### src/rtl/spi_ram_rw_ctrl.sv
// SPI mode-0 transaction engine for 23LC-style serial SRAMs: READ / FAST READ / WRITE of a full word.
// One bit every two clocks (SCK low, SCK high); MISO is sampled on the edge that raises SCK.
module spi_ram_rw_ctrl #(
  parameter int ADDR_BITS  = 16,
  parameter int DATA_BYTES = 4,
  parameter bit FAST_READ  = 1'b0
) (
  input  logic                    clk,
  input  logic                    rst,
  input  logic                    start,
  input  logic                    write,
  input  logic [ADDR_BITS-1:0]    addr,
  input  logic [8*DATA_BYTES-1:0] wdata,
  output logic [8*DATA_BYTES-1:0] rdata,
  output logic                    busy,
  output logic                    done,
  output logic                    spi_select,
  output logic                    spi_clk_out,
  output logic                    spi_mosi,
  input  logic                    spi_miso
);
  localparam int DW = 8 * DATA_BYTES;
  localparam int TW = 16 + ADDR_BITS + DW;
  localparam logic [7:0] RD_CMD = FAST_READ ? 8'h0B : 8'h03;

  typedef enum logic [2:0] {IDLE, CMD, ADDR, DUMMY, DATA, END} state_t;

  state_t         state, state_n;
  logic           phase;
  logic [6:0]     cnt;
  logic [6:0]     len;
  logic           last_bit;
  logic           accept;
  logic           wr_q;
  logic [TW-1:0]  tx;
  logic [DW-1:0]  rx;

  always_comb begin
    len = 7'd8;
    case (state)
      ADDR:    len = 7'(ADDR_BITS);
      DATA:    len = 7'(DW);
      default: len = 7'd8;
    endcase
  end

  assign last_bit = phase && (cnt == len - 7'd1);
  // END has busy=0, so a start there chains straight into the next command.
  assign accept   = start && (state == IDLE || state == END);

  always_ff @(posedge clk) begin
    if (rst) state <= IDLE;
    else     state <= state_n;
  end

  always_comb begin
    state_n = state;
    case (state)
      IDLE, END: state_n = accept ? CMD : IDLE;
      CMD:       if (last_bit) state_n = ADDR;
      ADDR:      if (last_bit) state_n = (FAST_READ && !wr_q) ? DUMMY : DATA;
      DUMMY:     if (last_bit) state_n = DATA;
      DATA:      if (last_bit) state_n = END;
      default:   state_n = IDLE;
    endcase
  end

  always_ff @(posedge clk) begin
    if (rst) begin
      phase <= 1'b0;
      cnt   <= '0;
      wr_q  <= 1'b0;
      tx    <= '0;
      rx    <= '0;
      rdata <= '0;
    end else if (accept) begin
      phase <= 1'b0;
      cnt   <= '0;
      wr_q  <= write;
      // Whole frame is preloaded MSB-first; read frames carry zeros through DUMMY and DATA.
      tx    <= write ? {8'h02, addr, wdata, 8'h00} : {RD_CMD, addr, {(DW+8){1'b0}}};
    end else if (busy) begin
      phase <= ~phase;
      if (phase) begin
        tx  <= {tx[TW-2:0], 1'b0};
        cnt <= last_bit ? 7'd0 : cnt + 7'd1;
        if (state == DATA && last_bit && !wr_q) rdata <= rx;
      end else if (state == DATA && !wr_q) begin
        rx <= {rx[DW-2:0], spi_miso};
      end
    end
  end

  always_comb begin
    busy        = (state == CMD) || (state == ADDR) || (state == DUMMY) || (state == DATA);
    done        = (state == END);
    spi_select  = !busy;
    spi_clk_out = busy && phase;
    spi_mosi    = busy && tx[TW-1];
  end

endmodule

### config.mk
export PLATFORM = sky130hd
export DESIGN_NAME = spi_ram_rw_ctrl
export DESIGN_NICKNAME = d
export VERILOG_FILES = /design/src/rtl/spi_ram_rw_ctrl.sv
export SDC_FILE = /design/constraint.sdc
export NUM_CORES = 1
export LEC_CHECK = 0
export BUFFER_PORTS_ARGS = -buffer_cell sky130_fd_sc_hd__clkbuf_2
export CAP_MARGIN = 10
export CORE_ASPECT_RATIO = 0.8
export CORE_UTILIZATION = 40
export DETAILED_ROUTE_END_ITERATION = 7
export MAX_ROUTING_LAYER = met4
export PLACE_DENSITY_LB_ADDON = 0.05
export SLEW_MARGIN = 30
export SYNTH_ARGS = -nofsm -noshare
export SYNTH_HDL_FRONTEND = slang
export SYNTH_SLANG_ARGS = --single-unit
### constraint.sdc
create_clock -name clk -period 2.8 [get_ports clk]
set_input_delay 0.14 -clock clk [delete_from_list [all_inputs] [get_ports clk]]
set_output_delay 0.14 -clock clk [all_outputs]
set_load 0.005 [all_outputs]
==> run metrics <==
skew final=8.96 ps; Post-synth top flop=dfxtp_1; Seq/Total Area, Yosys=between 50 and 60%; Final Cell Area=around 6700 um2; setup_tns=0 ps; Synth Area in Compound Gates=between 10% and 20%; Critical Path Sink Type=flop; synthesized flop and latch total=132; Synth cell types=between 40 and 50; DIE WIDTH=roughly 130 um; Leakage=between 2 and 2.5 nW; Hold Buf Count CTS=34; Core Region=about 13000 um2; mapped cell area=about 5300 um2; crit path max fanout=32; FMAX=between 0.4 and 0.5 GHz; fin. max-slew vios=0; maximum VDD drop=0.448 mV; CP Launch Type=flop; FFs w/ async S/R, synth=0%; worst min path class=primary input to flop; clock sinks=around 130; Fillers=1265; Clock Path Buffers=2; # H-tree levels=4; Commonest cells post-synth=142 x nand2_1, 132 x dfxtp_1, 91 x nor2_1, 45 x a311oi_1, 45 x clkbuf_1; most frequent cell after synthesis=nand2_1; Cell Rows=37; leading area contributor after synthesis=dfxtp_1; dpl ws=roughly 310 ps; RR Endpoint=rdata[20]$_SDFFE_PP0P_; Area after DPL=5830 um2; total number of vias=4580; Reg2Reg Depth=7; drt first-iter violations=296; die area=about 14000 um2; Avg Cell Area, Syn=between 8 and 9 um2; hold endpoint=tx[40]$_SDFFE_PP0P_; Nets=778; DP Cell Count=about 850; number of top-level pins=90; Crit. Startpoint=cnt[0]$_SDFFE_PP0P_; largest net degree at the start of global routing=75; GRT Overall Usage=about 19%; first-pass GRT wire length=a little over 20000 um; Num CTS Buffers=17; Max Cap Violations=0; Relative slew margins=between 50% and 60%; die span in y=around 100 um; IO buf count=approximately 90; vias in the first global route=roughly 4300; layout cells sized above 1=18.0%; DP HPWL=between 7000 and 8000 um; vias per cell=a little over 5; yosys synthesis warning count=0; largest family of logic cells by synthesized area=simple AND/OR/NAND/NOR gates; Post-Synth Simple-Gate Area=between 20% and 30%; Final ANT Viol Nets=0; TritonRoute pass-1 iters=4; Final Hold Vio Count=0; WL final=between 10000 and 15000 um; RSZ-0062 raised after global routing=no; hold path cells=3; Reg-to-Reg Start=cnt[0]$_SDFFE_PP0P_; Initial Utilization=40.9%; Synth Area in Adders=0.237%; Clock Latency Late Sink=approximately 420 ps; share of the synthesized area in the top cell type=about 50%; clk root buf=clkbuf_16; status=finished clean; sequential cell area=approximately 2600 um2; CTS tree=yes; mux contribution to synthesized area=roughly 6.7%; crit path kind=flop to flop; initial antenna violation count=0; multi-input combinational cell area=between 2000 and 2500 um2; Synth area leaders=dfxtp_1 50%, nand2_1 10%, a311oi_1 7.5%, nor2_1 6.5%, mux2i_1 6.3%; final worst slack=about 330 ps; crit path DAT=roughly 2800 ps; Finished Layout Cells=910; Pwr per Cell Area=about 660 nW/um2; wire length per cell=about 13 um; Post-synth EDFFs=0; Gate Count Post-Synth=626; postcts setup bufs=0; post_cts resized=0; Layout area overhead=27.8%; # DRC=0; WP data required=around 3100 ps; final worst-path cycle share=roughly nine tenths; GR Overflow Total=0; post-synth net total=roughly 700; Synth Area in XOR/XNOR=roughly 1.5%; setup slack, reg-to-reg=~330 ps; min Tclk post-route=between 2000 and 2500 ps; Reg clk slew, reported paths=around 60 ps; ant diodes=0; GPL Wtd Cong=roughly 0.74; HP Start=addr[0]; final setup vio count=0; measured slew at the worst slew-check pin=roughly 700 ps
## sequential cells by signal, summed over array words and instances, names as in the netlist
register,flops
cnt,7
tx,56
rx,32
rdata,32
phase,1
state,3
wr_q,1
## critical path: stages (launching register included)
cell and delay, ps:
dfxtp_1 390, ha_1 240, and4bb_1 230, or4b_4 490, a2111oi_4 410, buf_12 280, mux2i_1 240, nor2_1 50
## routing by layer
layer	share of wire, %	wire length (um)	GRT usage [%]
met1	49	5910	24.3
met2	45	5460	29.0
met3	4.5	544	5.84
met4	1.4	170	7.97
met5	0	0	-
## logic make-up (layout without fill, tap and decap cells)
| logic type | count (synthesis) | count (layout) |
|---|---|---|
| simple gates | 288 | 288 |
| flops | 132 | 132 |
| compound gates | 102 | 102 |
| buf+inv | 59 | 168 |
| mux | 35 | 35 |
| xor+xnor | 9 | 9 |
| fa+ha+maj | 1 | 1 |
## layout make-up
cell class                 count  share of cell area, %
clock buffer                  25                   7.21
tap                          175                   3.25
inverter                       5                  0.279
timing repair buffer         133                   13.2
sequential                   132                   39.2
clock inverter                 5                   1.12
multi-input combinational    435                   35.7
## through the flow
stage / hold slack [ps] / utilization, % / total power (W)
2_1_floorplan: 276 / - / 0.00224
3_3_place_gp: 376 / 45.3 / 0.00233
3_5_place_dp: 383 / 45.3 / 0.00234
4_1_cts: 0.252 / 52.3 / 0.00450
5_1_grt: 10.4 / 52.3 / 0.00464
6_report: 9.13 / 52.3 / 0.00446
## worst max path at each step
stage,endpoint,slack (ps),depth (start not counted)
floorplan,rdata[1]$_SDFFE_PP0P_,450,7
global placement,rdata[31]$_SDFFE_PP0P_,400,7
detailed placement,rdata[11]$_SDFFE_PP0P_,310,7
CTS,rdata[11]$_SDFFE_PP0P_,300,7
global route,rdata[11]$_SDFFE_PP0P_,100,7
finish,rdata[20]$_SDFFE_PP0P_,330,7
## layout by cell type, fill, tap and decap left out, drive strengths merged, types with 3 or more instances in the layout
cell type / instances
nor2: 91
dfxtp: 132
a21oi: 43
nand3: 34
a311oi: 45
buf: 11
mux2i: 33
clkinv: 3
xnor2: 7
nand2: 142
nor3: 5
dlygate4sd3: 34
inv: 5
clkbuf: 113
## report_power, final
part	switching, W	internal [W]
Sequential	0.0000417	0.00195
Combinational	0.000193	0.000147
Clock	0.000757	0.00137
Power figures use the tool's default switching activity.
